### src/rtl/unsigned_sqrt_radix2_if.sv
// Request/response bundle between the FP square-root unit (master) and the
// iterative integer square-root core (slave).
interface unsigned_sqrt_radix2_if #(
   parameter int unsigned DATA_WIDTH = 57
);
   logic                  start;
   logic [DATA_WIDTH-1:0] radicand;
   logic                  busy;
   logic                  done;
   logic [DATA_WIDTH-1:0] result;
   logic [DATA_WIDTH:0]   remainder;

   modport master (
      output start, radicand,
      input  busy, done, result, remainder
   );

   modport slave (
      input  start, radicand,
      output busy, done, result, remainder
   );
endinterface

### src/rtl/unsigned_sqrt_radix2.sv
// Radix-2 restoring integer square root: one root bit per cycle,
// Q = floor(sqrt(R * 2^W)) plus the exact remainder R * 2^W - Q^2.
module unsigned_sqrt_radix2 #(
   parameter int unsigned DATA_WIDTH = 57
) (
   input logic                   clk,
   input logic                   rst,
   unsigned_sqrt_radix2_if.slave sif
);
   localparam int unsigned W  = DATA_WIDTH;
   localparam int unsigned CW = $clog2(W);

   localparam logic [0:0] IDLE = 1'b0;
   localparam logic [0:0] RUN  = 1'b1;

   logic [0:0]     state;
   logic [W-1:0]   rem;
   logic [W-1:0]   q;
   logic [2*W-1:0] x;
   logic [CW-1:0]  cnt;

   logic [W+1:0]   p;
   logic [W+1:0]   t;
   logic           ge;
   logic [W:0]     rem_nxt;
   logic [W-1:0]   q_nxt;

   // Partial remainder never exceeds 2q, so W stored bits suffice between
   // steps; the subtraction only needs W+1 bits because the result fits there.
   always_comb begin
      p       = {rem, x[2*W-1 -: 2]};
      t       = {q, 2'b01};
      ge      = (p >= t);
      rem_nxt = ge ? (p[W:0] - t[W:0]) : p[W:0];
      q_nxt   = {q[W-2:0], ge};
   end

   assign sif.busy = (state == RUN);

   always_ff @(posedge clk or negedge rst) begin
      if (!rst) begin
         state         <= IDLE;
         rem           <= '0;
         q             <= '0;
         x             <= '0;
         cnt           <= '0;
         sif.done      <= 1'b0;
         sif.result    <= '0;
         sif.remainder <= '0;
      end else begin
         sif.done <= 1'b0;
         if (sif.start) begin
            // A new request always wins, abandoning any op in flight.
            state <= RUN;
            x     <= {sif.radicand, {W{1'b0}}};
            rem   <= '0;
            q     <= '0;
            cnt   <= CW'(W - 1);
         end else if (state == RUN) begin
            rem <= rem_nxt[W-1:0];
            q   <= q_nxt;
            x   <= x << 2;
            cnt <= cnt - CW'(1);
            if (cnt == '0) begin
               state         <= IDLE;
               sif.done      <= 1'b1;
               sif.result    <= q_nxt;
               sif.remainder <= rem_nxt;
            end
         end
      end
   end
endmodule

### src/flat_wrapper.sv
// flat-port wrapper written by rule: the top's interface ports become plain ports
module unsigned_sqrt_radix2_flat 
#(
   parameter int unsigned DATA_WIDTH = 57
)
  (clk, rst, sif_start, sif_radicand, sif_busy, sif_done, sif_result, sif_remainder);
  unsigned_sqrt_radix2_if #(.DATA_WIDTH(DATA_WIDTH)) sif_i ();
  input logic clk;
  input logic rst;
  input wire logic [$bits(sif_i.start)-1:0] sif_start;
  input wire logic [$bits(sif_i.radicand)-1:0] sif_radicand;
  output wire logic [$bits(sif_i.busy)-1:0] sif_busy;
  output wire logic [$bits(sif_i.done)-1:0] sif_done;
  output wire logic [$bits(sif_i.result)-1:0] sif_result;
  output wire logic [$bits(sif_i.remainder)-1:0] sif_remainder;
  assign sif_i.start = sif_start;
  assign sif_i.radicand = sif_radicand;
  assign sif_busy = sif_i.busy;
  assign sif_done = sif_i.done;
  assign sif_result = sif_i.result;
  assign sif_remainder = sif_i.remainder;
  unsigned_sqrt_radix2 #(.DATA_WIDTH(DATA_WIDTH)) u_core (.clk(clk), .rst(rst), .sif(sif_i));
endmodule
### config.mk
export PLATFORM = sky130hd
export DESIGN_NAME = unsigned_sqrt_radix2_flat
export DESIGN_NICKNAME = d
export VERILOG_FILES = /design/src/rtl/unsigned_sqrt_radix2_if.sv /design/src/rtl/unsigned_sqrt_radix2.sv /design/src/flat_wrapper.sv
export SDC_FILE = /design/constraint.sdc
export NUM_CORES = 1
export LEC_CHECK = 0
export CORE_MARGIN = 1.5
export CORE_UTILIZATION = 55
export DETAILED_ROUTE_END_ITERATION = 16
export PLACE_DENSITY = 0.74
export SYNTH_ARGS = -nofsm -noshare
export SYNTH_HDL_FRONTEND = slang
export SYNTH_SLANG_ARGS = --single-unit
### constraint.sdc
create_clock -name clk -period 9 [get_ports clk]
set_input_delay 2.7 -clock clk [delete_from_list [all_inputs] [get_ports clk]]
set_output_delay 2.7 -clock clk [all_outputs]
set_load 0.05 [all_outputs]
==> flow_summary_export.csv, run 1 <==
group,metric,value,unit
run_status,outcome,"completed",
placement,gp_congestion,0.880,
setup_path,critPathTopFamily,"buffers and inverters",
sta,tns,0,ns
clocking,htreeDepth,1,
floorplanning,core_area,27900,um2
sta,rsz0062_at_grt,"false",
final_layout,nets,1928,
drt,wl_per_cell,16.6,um
setup_path,cp-start-kind,"input pin",
flow_run,drv_cap,0,
final_layout,num_antenna_cells,0,
clocking,post_cts_buffers,0,
sta,fin_crit,5.55,ns
setup_path,critical_path.max_fanout,154,
final_layout,seq_area,7360,um2
drt,via_per_inst,5.67,
setup_path,cp.buffers_inverters,3,
final_layout,area.growth.synth_to_final,19.6,%
sta,setup_viol,0,
sta,fmaxAchievable,180,MHz
yosys,netlist_area,15600,um2
global_routing,grt_pass1_vias,12000,
clocking,cts_resized,0,
floorplanning,num_rows,61,
drt,drt-initial-drc-count,794,
yosys,synth-seq-cells,294,
drt,drtAntennaViolNets,0,
global_routing,antenna_found_initial,0,
final_layout,multiInputGateArea,7520,um2
global_routing,grt_usage,25.3,%
sta,fin_skew,0.0218,ns
clocking,clkSinkCount,294,
clocking,holdBufCountCts,0,
floorplanning,initial_core_util,56.0,%
sta,max_slew_margin,17.1,%
final_layout,stdcell_count,2209,
clocking,numCtsBuffers,31,
floorplanning,die-area,29400,um2
global_routing,grt-ovfl-total,0,
yosys,synth_seq_area_share,47.1,%
yosys,ys.warnings.count,0,
placement,dp_hpwl,25.1,mm
global_routing,grt_max_degree,180,
final_layout,fillers,2261,
yosys,async_flop_share,100,%
floorplanning,io_pins,177,
clocking,insertion_delay,0.57,ns
clocking,clkTransAtPathRegs,0.06,ns
yosys,ys.flop_type,"dfrtp_1",
power_and_ir_drop,power_leakage,0.00912,uW
clocking,cts_tree,"done",
global_routing,grt_pass1_wl,60.5,mm
placement,portBuffers,176,
sta,slew_viol_final,0,
final_layout,drive_gt1_share,4.70,%
setup_path,path_class,"in2reg",
setup_path,cp_cell_sequence,"buf_6 > inv_1 > and4_1 > nand2_4 > buf_4 > o21ai_0",
drt,drt-total-wl,36.8,mm
floorplanning,die_h,171,um
setup_path,cp_slowest_stage_delay,1.01,ns
yosys,synth_nets,1821,
placement,dp_cells,2152,
floorplanning,die-width,171,um
drt,drcViolationCount,0,
sta,finalCritPeriodShare,61.6,%
final_layout,final_common_cell,"dfrtp_1",
clocking,clk_path_buf_depth,3,
yosys,ys_types,66,
power_and_ir_drop,power.total,5620,uW
setup_path,crit_arrival,5.92,ns
sta,tightest_slew,1.24,ns
sta,hold_violations,0,
placement,placed_area,17500,um2
power_and_ir_drop,powerDensity,301,nW/um2
min_path,min_path_type,"reg2reg",
yosys,synth_edf_count,0,
drt,first_pass_iters,5,
setup_path,crit_path_top_delay_cell,"buf_4",
yosys,synth_cells,1700,
final_layout,final_cell_mix,"dfrtp_1, nand2_1, o21ai_0",
power_and_ir_drop,vdd.ir_drop.worst,233,uV
setup_path,required,9.38,ns
yosys,postSynthAreaPerCell,9.18,um2
setup_path,endpoint_kind,"register",
clocking,clock-root-buffer,"clkbuf_16",
final_layout,design_area,18700,um2
drt,vias,12500,
-- power breakdown --
part	total, uW	internal, uW	switching (uW)	leakage [uW]
registers	1540	1450	96.8	0.00394
clock network	1430	898	535	0.000570
logic	2640	1010	1630	0.00461
-- cells in the mapped netlist (all sizes together) (6+ instances only) --
| master | instances | share of area, % |
|---|---|---|
| inv | 80 | 1.9 |
| o21ai | 213 | 7.0 |
| xor2 | 27 | 1.5 |
| a21o | 29 | 1.4 |
| and2 | 7 | 0.28 |
| buf | 25 | 0.79 |
| nand4 | 20 | 0.80 |
| nand2 | 236 | 5.7 |
| nand3 | 24 | 0.77 |
| ha | 61 | 4.9 |
| a31oi | 15 | 0.60 |
| mux2i | 125 | 8.0 |
| o21bai | 11 | 0.53 |
| nor3 | 14 | 0.48 |
| a21oi | 87 | 2.8 |
| dfrtp | 294 | 47 |
| clkbuf | 85 | 2.0 |
| and3 | 11 | 0.44 |
| a211oi | 57 | 2.8 |
| nor2 | 165 | 4.0 |
| xnor2 | 25 | 1.4 |
| nand2b | 6 | 0.24 |
-- area by class of cell --
| class | count | share of cell area [%] |
|---|---|---|
| multi-input cells | 1215 | 40.3 |
| flip-flops and latches | 294 | 39.4 |
| repair buffers | 184 | 9.86 |
| clock buffers | 43 | 4.83 |
| well taps | 378 | 2.53 |
| inverters | 81 | 1.63 |
| clock inverters | 14 | 1.41 |
-- flip-flops by register name, indices dropped and copies added (netlist names) --
signal	flops
u_core.sif.remainder	58
u_core.x	57
u_core.sif.result	57
u_core.cnt	6
u_core.rem	57
u_core.q	57
u_core.sif.busy	1
u_core.sif.done	1
-- path summary, 6_finish.rpt --
path / slack [ns] / cells past startpoint / startpoint / to
hold / removal: 0.47 / 2 / u_core.sif.remainder[29]$_DFFE_PN0P_ / u_core.sif.remainder[29]$_DFFE_PN0P_
setup reg to reg: 4.33 / 10 / u_core.q[34]$_DFFE_PN0P_ / u_core.rem[8]$_DFFE_PN0P_
hold reg to reg: 0.47 / 2 / u_core.sif.remainder[29]$_DFFE_PN0P_ / u_core.sif.remainder[29]$_DFFE_PN0P_
min in group asynchronous: 2.20 / 1 / rst / u_core.sif.remainder[32]$_DFFE_PN0P_
setup / recovery: 3.45 / 6 / sif_start / u_core.sif.remainder[20]$_DFFE_PN0P_
max in group asynchronous: 5.19 / 2 / rst / u_core.sif.busy$_DFF_PN0_
-- worst register-to-register path, cell delays in order (launching register included) --
cell and delay (ns):
dfrtp_1 0.37, inv_1 0.07, ha_1 0.50, nand4_1 0.24, nor3_1 0.48, nor4bb_1 0.56
o211ai_1 0.33, a31oi_1 0.39, or2_2 0.92, o21ai_0 0.41, o22ai_1 0.28
-- kinds of logic after synthesis --
| kind of cell | share of synthesized area (%) |
|---|---|
| AO/OA/AOI/OAI | 18.1 |
| adder cells (fa/ha/maj) | 4.89 |
| buffers and inverters | 4.78 |
| XOR/XNOR | 2.92 |
| multiplexers | 8.09 |
| AND/OR/NAND/NOR | 14.0 |
| flip-flops | 47.1 |
-- stage by stage --
stage               util, %  setup WS (ns)  hold slack, ns
floorplan                 -           4.87           0.486
global placement       62.8           3.08           0.461
detailed placement     62.8           2.91           0.469
CTS                    67.0           3.42           0.483
global route           67.0           3.07           0.496
finish                 67.0           3.45           0.474
-- per-layer routing --
metal	up-vias	part of all wire [%]	GRT usage, %	routed length, um
met5	-	0	0	0
met4	0	1.8	6.29	679
met3	51	5.0	3.89	1850
met2	295	48	41.8	17500
met1	6045	46	35.1	16700
li1	6144	-	-	-
Note: power is estimated with default switching activity, not from simulation.
==> run 2: changes to the inputs <==
- CORE_UTILIZATION: 55 -> 52
- clock period: 9 -> 4.6 ns (I/O delays scaled with it)
==> flow_summary_export.csv, run 2 (same netlist as run 1, synthesis figures left out) <==
group,metric,value,unit
run_status,outcome,"completed",
power_and_ir_drop,vdd.ir_drop.worst,366,uV
clocking,cts_resized,0,
floorplanning,core_area,29600,um2
setup_path,required,5.05,ns
global_routing,grt_pass1_wl,62.0,mm
final_layout,fillers,2458,
global_routing,grt_pass1_vias,12300,
drt,met1_length,16.6,mm
final_layout,drive_gt1_share,5.17,%
final_layout,largest_reg_flops,58,
setup_path,crit_path_top_delay_cell,"or2_2",
sta,finalCritPeriodShare,85.4,%
final_layout,nets,1937,
setup_path,crit_arrival,4.38,ns
floorplanning,die-area,31100,um2
sta,fin_crit,3.93,ns
power_and_ir_drop,powerDensity,581,nW/um2
clocking,clkTransAtPathRegs,0.06,ns
final_layout,multiInputGateArea,7520,um2
setup_path,cp-start-kind,"register",
final_layout,area.growth.synth_to_final,19.6,%
placement,gp_congestion,0.915,
setup_path,path_class,"reg2reg",
global_routing,grt_max_degree,121,
drt,drcViolationCount,0,
global_routing,grt_usage,24.3,%
sta,slew_viol_final,0,
sta,fmaxAchievable,255,MHz
drt,drtAntennaViolNets,0,
setup_path,cp_cell_sequence,"inv_1 > ha_1 > nand3_1 > a221oi_1 > o21ai_0 > a211oi_1 > o211ai_1 > a31oi_1 > or2_2 > buf_4 > o21ai_0 > a211oi_1",
setup_path,startpoint,"u_core.q[4]$_DFFE_PN0P_",
floorplanning,num_rows,63,
final_layout,largest-register,"u_core.sif.remainder",
setup_path,endpoint_kind,"register",
drt,vias,12700,
clocking,insertion_delay,0.57,ns
drt,drt-initial-drc-count,842,
drt,first_pass_iters,5,
global_routing,grt-ovfl-total,0,
placement,dp_hpwl,26.2,mm
sta,tns,0,ns
sta,max_slew_margin,28.9,%
setup_path,cp_slowest_stage_delay,0.47,ns
sta,hold_violations,0,
setup_path,timing.rr.end,"u_core.rem[21]$_DFFE_PN0P_",
drt,met2WireLength,17.5,mm
drt,top_layer_used,"met4",
setup_path,endpoint,"u_core.rem[21]$_DFFE_PN0P_",
floorplanning,initial_core_util,52.8,%
flow_run,drv_cap,0,
sta,tightest_slew,1.07,ns
power_and_ir_drop,power_leakage,0.00913,uW
clocking,cts_tree,"done",
clocking,numCtsBuffers,31,
min_path,min_path_type,"reg2reg",
clocking,post_cts_buffers,0,
floorplanning,die-width,176,um
global_routing,antenna_found_initial,0,
sta,fin_hold_ws,0.476,ns
setup_path,r2r.worst_path.cells,12,
drt,wl_per_cell,16.7,um
setup_path,ff2ff_setup_slack,0.67,ns
final_layout,num_antenna_cells,0,
placement,portBuffers,176,
final_layout,final_common_cell,"dfrtp_1",
clocking,clock-root-buffer,"clkbuf_16",
clocking,clk_path_buf_depth,3,
sta,setup_viol,0,
sta,rsz0062_at_grt,"false",
floorplanning,die_h,176,um
final_layout,seq_area,7360,um2
setup_path,critical_path.max_fanout,17,
drt,dr_wl_met3,2.14,mm
drt,drt-total-wl,37.3,mm
clocking,holdBufCountCts,0,
drt,via_per_inst,5.68,
final_layout,final_cell_mix,"dfrtp_1, nand2_1, o21ai_0",
floorplanning,io_pins,177,
clocking,htreeDepth,1,
clocking,clkSinkCount,294,
setup_path,r2r-start,"u_core.q[4]$_DFFE_PN0P_",
sta,fin_skew,0.0130,ns
-- run 2: worst max-delay path, delay by kind of cell, from the launching register on --
| kind | cells | cell delay, ns |
|---|---|---|
| adders and majority gates | 1 | 0.39 |
| and+or+nand+nor | 2 | 0.66 |
| AOI/OAI and AO/OA | 7 | 2.00 |
| DFF | 1 | 0.37 |
| buffers and inverters | 2 | 0.38 |
-- run 2: routing by layer --
metal | global-route usage, % | up-vias
met3 | 4.16 | 82
met4 | 7.19 | 0
li1 | - | 6157
met5 | 0 | -
met1 | 33.5 | 6075
met2 | 39.5 | 343
-- run 2: worst min-delay path by stage --
| stage | startpoint | to | slack [ns] | cells after the start |
|---|---|---|---|---|
| final | u_core.sif.remainder[30]$_DFFE_PN0P_ | u_core.sif.remainder[30]$_DFFE_PN0P_ | 0.48 | 2 |
| after detailed placement | u_core.sif.remainder[15]$_DFFE_PN0P_ | u_core.sif.remainder[15]$_DFFE_PN0P_ | 0.47 | 2 |
| after global placement | u_core.sif.remainder[24]$_DFFE_PN0P_ | u_core.sif.remainder[24]$_DFFE_PN0P_ | 0.46 | 2 |
| after global routing | u_core.sif.result[46]$_DFFE_PN0P_ | u_core.sif.result[46]$_DFFE_PN0P_ | 0.50 | 2 |
| after CTS | u_core.sif.remainder[15]$_DFFE_PN0P_ | u_core.sif.remainder[15]$_DFFE_PN0P_ | 0.48 | 2 |
| after floorplan | u_core.q[56]$_DFFE_PN0P_ | u_core.q[56]$_DFFE_PN0P_ | 0.49 | 2 |
-- run 2: metrics by stage --
stage	cell area (um2)	setup WS [ns]	instances	power, uW	util, %
6_report	18700	0.673	2229	10800	63.2
5_1_grt	18700	0.346	2229	11600	63.2
4_1_cts	18700	0.718	2229	10800	63.2
3_5_place_dp	17600	0.782	2173	8200	59.5
3_3_place_gp	17600	0.974	2173	8130	59.5
2_1_floorplan	15600	1.63	1700	6890	-
-- run 2: final cells by class --
class / instances / share of cell area, %
clock buffer: 44 / 4.95
tap: 390 / 2.61
sequential: 294 / 39.4
inverter: 81 / 1.63
multi-input combinational: 1215 / 40.3
clock inverter: 12 / 0.818
timing repair buffer: 193 / 10.3
-- run 2: where the power goes --
group	internal, uW	switching, uW	leakage [uW]
Combinational	2020	3220	0.00466
Clock	1560	1040	0.000533
Sequential	2830	185	0.00394
Total	6410	4440	0.00913
==> run 3: changes to the inputs <==
- RECOVER_POWER: default -> 25
==> flow_summary_export.csv, run 3 (same netlist as run 1, synthesis figures left out) <==
group,metric,value,unit
run_status,outcome,"finished with violations",
run_status,violations,"max-capacitance violations, max-slew violations",
floorplanning,num_rows,63,
placement,portBuffers,176,
floorplanning,io_pins,177,
floorplanning,die-width,176,um
sta,fin_skew,0.0147,ns
sta,finalCritPeriodShare,85.2,%
setup_path,ff2ff_setup_slack,0.68,ns
drt,drtAntennaViolNets,0,
global_routing,grt_max_degree,121,
drt,vias,12600,
clocking,numCtsBuffers,31,
setup_path,r2r-start,"u_core.q[4]$_DFFE_PN0P_",
drt,first_pass_iters,5,
clocking,holdBufCountCts,0,
placement,dp_hpwl,26.2,mm
final_layout,largest_reg_flops,58,
drt,wl_per_cell,16.7,um
final_layout,num_antenna_cells,0,
sta,fin_hold_ws,0.475,ns
final_layout,final_util,63.1,%
drt,drcViolationCount,0,
setup_path,endpoint_kind,"register",
setup_path,critical_path.max_fanout,17,
clocking,clk_path_buf_depth,3,
sta,slew_viol_final,71,
global_routing,grt_usage,24.3,%
clocking,insertion_delay,0.57,ns
global_routing,grt_pass1_vias,12300,
floorplanning,die_h,176,um
setup_path,r2r.worst_path.cells,12,
floorplanning,core_area,29600,um2
setup_path,timing.rr.end,"u_core.rem[21]$_DFFE_PN0P_",
sta,tightest_slew,2.05,ns
final_layout,final_common_cell,"dfrtp_1",
clocking,clkTransAtPathRegs,0.06,ns
min_path,min_path_type,"reg2reg",
global_routing,antenna_found_initial,0,
min_path,worstHoldStart,"u_core.sif.remainder[30]$_DFFE_PN0P_",
setup_path,required,5.05,ns
drt,drt-total-wl,37.3,mm
placement,gp_congestion,0.915,
clocking,cts_tree,"done",
sta,fmaxAchievable,255,MHz
sta,hold_violations,0,
min_path,min_path_cells,2,
final_layout,stdcell_count,2229,
final_layout,nets,1937,
power_and_ir_drop,power_leakage,0.00912,uW
clocking,clock-root-buffer,"clkbuf_16",
floorplanning,initial_core_util,52.8,%
final_layout,largest-register,"u_core.sif.remainder",
sta,setup_viol,0,
setup_path,path_class,"reg2reg",
sta,max_slew_margin,-36.5,%
sta,rsz0062_at_grt,"false",
min_path,whs_endpoint,"u_core.sif.remainder[30]$_DFFE_PN0P_",
drt,drt-initial-drc-count,796,
clocking,clkSinkCount,294,
drt,via_per_inst,5.67,
setup_path,cp_cell_sequence,"inv_1 > ha_1 > nand3_1 > a221oi_1 > o21ai_0 > a211oi_1 > o211ai_1 > a31oi_1 > or2_2 > buf_4 > o21ai_0 > a211oi_1",
setup_path,cp_slowest_stage_delay,0.47,ns
clocking,post_cts_buffers,0,
global_routing,busiest_layer,"met2",
final_layout,area.growth.synth_to_final,19.5,%
global_routing,grt-ovfl-total,0,
sta,tns,0,ns
global_routing,grt_use_met2,39.5,%
placement,dp_cells,2173,
clocking,htreeDepth,1,
flow_run,drv_cap,1,
final_layout,final_cell_mix,"dfrtp_1, nand2_1, o21ai_0",
global_routing,grt.met3_usage,4.16,%
setup_path,crit_path_top_delay_cell,"or2_2",
floorplanning,die-area,31100,um2
setup_path,crit_arrival,4.37,ns
final_layout,drive_gt1_share,5.17,%
setup_path,cp-start-kind,"register",
power_and_ir_drop,powerDensity,581,nW/um2
sta,setup_ws,0.681,ns
global_routing,use_met1,33.5,%
power_and_ir_drop,vdd.ir_drop.worst,367,uV
global_routing,grt_pass1_wl,62.0,mm
placement,dpl_worst_slack,0.782,ns
sta,fin_crit,3.92,ns
clocking,cts_resized,0,
run 3: per-stage QoR:
| step | cell area (um2) | total power [uW] |
|---|---|---|
| after floorplan | 15600 | 6890 |
| after global placement | 17600 | 8130 |
| after detailed placement | 17600 | 8200 |
| after CTS | 18700 | 10800 |
| after global routing | 18700 | 11600 |
| final | 18700 | 10800 |
run 3: worst max-delay path by stage:
stage,start,to,slack [ns],depth (start not counted)
2_1_floorplan,u_core.q[23]$_DFFE_PN0P_,u_core.rem[56]$_DFFE_PN0P_,1.63,13
3_3_place_gp,u_core.q[4]$_DFFE_PN0P_,u_core.rem[21]$_DFFE_PN0P_,0.97,12
3_5_place_dp,u_core.q[4]$_DFFE_PN0P_,u_core.rem[21]$_DFFE_PN0P_,0.78,12
4_1_cts,u_core.q[4]$_DFFE_PN0P_,u_core.rem[21]$_DFFE_PN0P_,0.72,12
5_1_grt,u_core.q[0]$_DFFE_PN0P_,u_core.rem[21]$_DFFE_PN0P_,0.35,12
6_report,u_core.q[4]$_DFFE_PN0P_,u_core.rem[21]$_DFFE_PN0P_,0.68,12
run 3: cell type report:
class / instances / area [um2]
clock buffer: 44 / 925
clock inverter: 12 / 153
fill: 2460 / 10900
inverter: 81 / 304
multi-input combinational: 1215 / 7520
sequential: 294 / 7360
tap: 390 / 488
timing repair buffer: 193 / 1900
run 3: worst max-delay path, delay by kind of cell, from the launching register on:
kind / cells / cell delay [ns]
AOI/OAI and AO/OA: 7 / 1.99
adders and majority gates: 1 / 0.39
buffers and inverters: 2 / 0.38
DFF: 1 / 0.37
and+or+nand+nor: 2 / 0.66
run 3: where the power goes:
group | switching, uW | total [uW] | internal, uW
Combinational | 3220 | 5230 | 2010
Clock | 1040 | 2600 | 1560
Sequential | 185 | 3010 | 2830
Total | 4440 | 10800 | 6400
run 3: metal layers:
metal	wire [um]	share of wire, %	up-vias
met5	0	0	-
met2	17600	47	328
met4	955	2.6	0
met1	16800	45	6070
li1	-	-	6156
met3	2040	5.5	79
